## src/rtl/alarm_controller.sv

```systemverilog
// Alarm sequencer: exit delay, entry delay, alarm, siren timeout, dispatch handshake.
// Optional warning chirp during entry delay when ALARM_CHIRP_EN is defined.
module alarm_controller #(
  parameter int EXIT_DELAY_CYC    = 16,
  parameter int ENTRY_DELAY_CYC   = 8,
  parameter int SIREN_TIMEOUT_CYC = 64,
  parameter int STROBE_DIV        = 4,
  parameter int CNT_W             = 8
) (
  input  logic       clk,
  input  logic       rst,
  input  logic       is_enabled,
  input  logic       door_movement_detected,
  input  logic       facility_movement_detected,
  input  logic       dispatch_ack,
  output logic [2:0] state,
  output logic       siren,
  output logic       strobe,
  output logic       armed_led,
  output logic       dispatch_req,
  output logic [3:0] alarm_count
);

  typedef enum logic [2:0] {
    S_DISARMED = 3'd0,
    S_EXIT     = 3'd1,
    S_ARMED    = 3'd2,
    S_ENTRY    = 3'd3,
    S_ALARM    = 3'd4,
    S_SILENCED = 3'd5
  } state_t;

  localparam logic [CNT_W-1:0] L_EXIT  = CNT_W'(EXIT_DELAY_CYC - 1);
  localparam logic [CNT_W-1:0] L_ENTRY = CNT_W'(ENTRY_DELAY_CYC - 1);
  localparam logic [CNT_W-1:0] L_SIREN = CNT_W'(SIREN_TIMEOUT_CYC - 1);
  localparam logic [CNT_W-1:0] L_DIV   = CNT_W'(STROBE_DIV - 1);
  localparam logic [CNT_W-1:0] L_ONE   = CNT_W'(1);

  state_t           r_state;
  logic [CNT_W-1:0] r_timer;
  logic [CNT_W-1:0] r_div;
  logic             r_siren;
  logic             r_strobe;
  logic             r_armed_led;
  logic             r_dispatch_req;
  logic [3:0]       r_alarm_count;

  logic             w_expired;
  logic             w_go_alarm;

  assign w_expired = (r_timer == '0);

  // Every path into ALARM shares one entry action, so it is decoded once here.
  always_comb begin
    w_go_alarm = 1'b0;
    case (r_state)
      S_ARMED:    w_go_alarm = facility_movement_detected;
      S_ENTRY:    w_go_alarm = facility_movement_detected | w_expired;
      S_SILENCED: w_go_alarm = facility_movement_detected | door_movement_detected;
      default:    w_go_alarm = 1'b0;
    endcase
  end

  always_ff @(posedge clk or posedge rst) begin
    if (rst) begin
      r_state        <= S_DISARMED;
      r_timer        <= '0;
      r_div          <= '0;
      r_siren        <= 1'b0;
      r_strobe       <= 1'b0;
      r_armed_led    <= 1'b0;
      r_dispatch_req <= 1'b0;
      r_alarm_count  <= 4'd0;
    end else begin
      // Ack clears first; an ALARM entry on the same edge overrides it below.
      if (dispatch_ack) r_dispatch_req <= 1'b0;

      if (!is_enabled) begin
        r_state     <= S_DISARMED;
        r_timer     <= '0;
        r_div       <= '0;
        r_siren     <= 1'b0;
        r_strobe    <= 1'b0;
        r_armed_led <= 1'b0;
      end else if (w_go_alarm) begin
        r_state        <= S_ALARM;
        r_timer        <= L_SIREN;
        r_div          <= L_DIV;
        r_siren        <= 1'b1;
        r_strobe       <= 1'b1;
        r_armed_led    <= 1'b1;
        r_dispatch_req <= 1'b1;
        if (r_alarm_count != 4'hF) r_alarm_count <= r_alarm_count + 4'd1;
      end else begin
        case (r_state)
          S_DISARMED: begin
            r_state     <= S_EXIT;
            r_timer     <= L_EXIT;
            r_armed_led <= 1'b1;
          end
          S_EXIT: begin
            if (w_expired) r_state <= S_ARMED;
            else           r_timer <= r_timer - L_ONE;
          end
          S_ARMED: begin
            if (door_movement_detected) begin
              r_state <= S_ENTRY;
              r_timer <= L_ENTRY;
              r_div   <= L_DIV;
`ifdef ALARM_CHIRP_EN
              r_siren <= 1'b1;
`endif
            end
          end
          S_ENTRY: begin
            r_timer <= r_timer - L_ONE;
`ifdef ALARM_CHIRP_EN
            if (r_div == '0) begin
              r_siren <= 1'b1;
              r_div   <= L_DIV;
            end else begin
              r_siren <= 1'b0;
              r_div   <= r_div - L_ONE;
            end
`endif
          end
          S_ALARM: begin
            if (w_expired) begin
              r_state  <= S_SILENCED;
              r_siren  <= 1'b0;
              r_strobe <= 1'b1;
            end else begin
              r_timer <= r_timer - L_ONE;
              if (r_div == '0) begin
                r_strobe <= ~r_strobe;
                r_div    <= L_DIV;
              end else begin
                r_div <= r_div - L_ONE;
              end
            end
          end
          S_SILENCED: begin
            r_state <= S_SILENCED;
          end
          default: begin
            r_state     <= S_DISARMED;
            r_timer     <= '0;
            r_div       <= '0;
            r_siren     <= 1'b0;
            r_strobe    <= 1'b0;
            r_armed_led <= 1'b0;
          end
        endcase
      end
    end
  end

  assign state        = r_state;
  assign siren        = r_siren;
  assign strobe       = r_strobe;
  assign armed_led    = r_armed_led;
  assign dispatch_req = r_dispatch_req;
  assign alarm_count  = r_alarm_count;

endmodule

```

## config.mk

```make
export PLATFORM = sky130hd
export DESIGN_NAME = alarm_controller
export DESIGN_NICKNAME = d
export VERILOG_FILES = /design/src/rtl/alarm_controller.sv
export SDC_FILE = /design/constraint.sdc
export NUM_CORES = 1
export LEC_CHECK = 0
export BUFFER_PORTS_ARGS = -buffer_cell sky130_fd_sc_hd__buf_2
export CAP_MARGIN = 10
export CORE_ASPECT_RATIO = 0.8
export CORE_UTILIZATION = 56
export DETAILED_ROUTE_END_ITERATION = 12
export HOLD_SLACK_MARGIN = 0.08
export PLACE_DENSITY = 0.87
export SYNTH_ARGS = -nofsm -noshare
export SYNTH_HDL_FRONTEND = slang
export SYNTH_SLANG_ARGS = --single-unit
```

## constraint.sdc

```tcl
create_clock -name clk -period 4.5 [get_ports clk]
set_input_delay 0.225 -clock clk [delete_from_list [all_inputs] [get_ports clk]]
set_output_delay 0.225 -clock clk [all_outputs]
set_load 0.05 [all_outputs]
```

==> summary.txt <==
I/O Pins = 17
Mapped cell area = 1850 µm²
Diode count = 0
Max Cap Violations = 0
Most area-consuming cells after synthesis = dfrtp_1, nor2_1, a21oi_1, ha_1, nand2_1
Hold Crit Class = in -> reg
Post-place setup slack = 2.30 ns
Final Hold Fails = 0
Number of synthesized register bits = 27
Final setup violation count = 0
Clk sinks = 27
Syn. warnings = 0
Die span in y = 53.4 µm
Yosys top cell area share = 0.366
Critical path launch point type = flip-flop
Post-synthesis cell count = 201
Min cycle time layout = 2.25 ns
Max Fclk = 0.444 GHz
Routed vias/inst = 6.24
Placer congestion estimate = 0.895
Layout Skew = 0.00503 ns
Area grow syn2layout = 6.23%
Combinational share of power = 0.505
Post-route setup slack = 2.25 ns
Mean Syn Cell Area = 9.19 µm²
Gr usage total = 0.251
PD cells = 554 nW/µm²
Total CTS buffers = 3
Row cnt = 18
Initial core utilization = 0.595
Tcrit/Tclk final = 0.500
Syn nets = 212
Share of cells above drive strength 1 = 0.152
Total Wirelength = 3900 µm
Drt pass-1 iters = 4
Postcts setup bufs = 0
Cell with the most instances after synthesis = dfrtp_1
Worst-Skew Late Latency = 0.28 ns
CTS resizes = 0
Internal power = 563 µW
Clock transition at the registers of the reported paths = 0.10 ns
Asr flop ratio synth = 1.00
Ys flop type = dfrtp_1
Status = finished clean
Buffers on Ports = 16
Core ar. = 3110 µm²
Die area = 3540 µm²
WP buf/inv = 1
Sw Ratio = 0.482
Vias = 1565
Register area share after synthesis = 0.366
Largest net degree at the start of global routing = 28
DR WL/cell = 15.5 µm
Buffer type at the clock tree root = clkbuf_8
DR DRC count = 0
Crit path cell chain = inv_1 -> ha_1 -> nor4b_4 -> nand2_1 -> o31ai_4 -> a2111oi_0 -> a211o_1
H-tree depth = 1
Cell family with the largest share of critical-path delay = compound AO/OA/AOI/OAI gates
Worst VDD drop = 0.414 mV
Crit path required time = 4.67 ns
Final slew viol count = 0
Synth cell count leaders = dfrtp_1, nor2_1, nand2_1
Total gr overflow = 0
First-pass GRT wire length = 6630 µm
Worst slew pin tran = 1.01 ns
Worst EP arrival = 2.43 ns
Initial antenna violation count = 0
ANT nets after route = 0
Slowest CP cell = o31ai_4
Hold_buf cts = 0
Static Leak = 0.000913 µW
Sw power = 524 µW
Final HPWL from detailed placement = 2840 µm
WHS = 0.118 ns
Clk pwr share = 0.133
Register share of total power = 0.361
Crit path max fanout = 7
Setup TNS = 0 ns
Vias in the first global route = 1344
Bufs on Longest Clock Path = 2
Nets = 223
Number of flops mapped to enable cells by yosys = 0
Number of distinct library cells after synthesis = 57
CTS tree = built
Die span in x = 66.2 µm
Yosys top cell by area = dfrtp_1
Unrepaired setup endpoints after global routing = false
Worst path max stage delay = 0.45 ns
Iteration-0 DRC Markers = 139
Rel. slew slack = 0.327
Path type of the worst setup path = reg -> reg
Setup crit end kind = flip-flop
layout make-up:
cell class	instances	area, µm²
Fill cell	274	1140
Multi-Input combinational cell	155	1070
Sequential cell	27	676
Timing Repair Buffer	16	80.1
Tap cell	40	50.0
Clock buffer	3	41.3
Inverter	9	33.8
Clock inverter	1	8.76
power by group through the flow:
stage               Sequential (µW)  Combinational (µW)  Clock (µW)
floorplan                       441                 400           0
global placement                391                 533           0
detailed placement              395                 542           0
CTS                             390                 546         151
global route                    404                 605         162
finish                          393                 549         145
through the flow:
stage | util | total power (µW) | std cells | instance area (µm²)
finish | 0.632 | 1090 | 251 | 1960
global route | 0.632 | 1170 | 251 | 1960
CTS | 0.632 | 1090 | 251 | 1960
detailed placement | 0.616 | 937 | 247 | 1910
global placement | 0.616 | 924 | 247 | 1910
floorplan | - | 841 | 201 | 1850
cell families (layout without fill, tap and decap cells):
kind of cell | Yosys count | count (layout) | share of synthesized area
AND/OR/NAND/NOR | 74 | 74 | 0.214
AO/OA/AOI/OAI | 70 | 70 | 0.300
multiplexers | 3 | 3 | 0.0190
flip-flops | 27 | 27 | 0.366
buffers and inverters | 19 | 29 | 0.0535
adder cells (fa/ha/maj) | 5 | 5 | 0.0339
XOR/XNOR | 3 | 3 | 0.0142
registers in the layout, summed over array words and instances (netlist names):
register	count
alarm_count	4
armed_led	1
dispatch_req	1
r_div	8
r_timer	8
siren	1
state	3
strobe	1
final timing paths:
| check | startpoint | end | slack [ns] | depth (start not counted) |
|---|---|---|---|---|
| min in group asynchronous | rst | r_timer[1] | 0.17 | 2 |
| setup reg to reg | r_timer[0] | r_timer[4] | 2.25 | 7 |
| hold / removal | dispatch_ack | dispatch_req | 0.12 | 2 |
| max in group asynchronous | rst | r_timer[7] | 3.72 | 2 |
| hold reg to reg | r_div[4] | r_div[4] | 0.52 | 1 |
| setup / recovery | r_timer[0] | r_timer[4] | 2.25 | 7 |
worst reg2reg max path, stage by stage (launching register included):
cell and delay [ns]:
dfrtp_1 0.44, inv_1 0.12, ha_1 0.16, nor4b_4 0.27, nand2_1 0.25, o31ai_4 0.45
a2111oi_0 0.18, a211o_1 0.28
layout by cell type (no fill, tap or decap), types with 2 or more instances in the layout:
cell and n:
a21oi_1 15, dfrtp_1 27, nand2_1 16, mux2i_1 2, nor2_1 21, o21a_1 3, nand3_1 4, o311a_1 2
o21ai_0 10, nand2b_1 6, inv_1 9, xnor2_1 3, buf_2 16, a21boi_0 2, or3_1 3, o31a_1 2
nor2b_1 4, a211o_1 3, clkbuf_8 3, a21o_1 2, a31oi_1 7, a311oi_1 2, o31ai_1 4, nor3_1 9
ha_1 5
per-layer routing:
| metal | global-route usage | wire length, µm | vias up |
|---|---|---|---|
| li1 | - | - | 767 |
| met1 | 0.367 | 1900 | 741 |
| met2 | 0.371 | 1710 | 53 |
| met3 | 0.0582 | 269 | 4 |
| met4 | 0.0603 | 19 | 0 |
| met5 | 0 | 0 | - |
(Power assumes the default switching activity.)
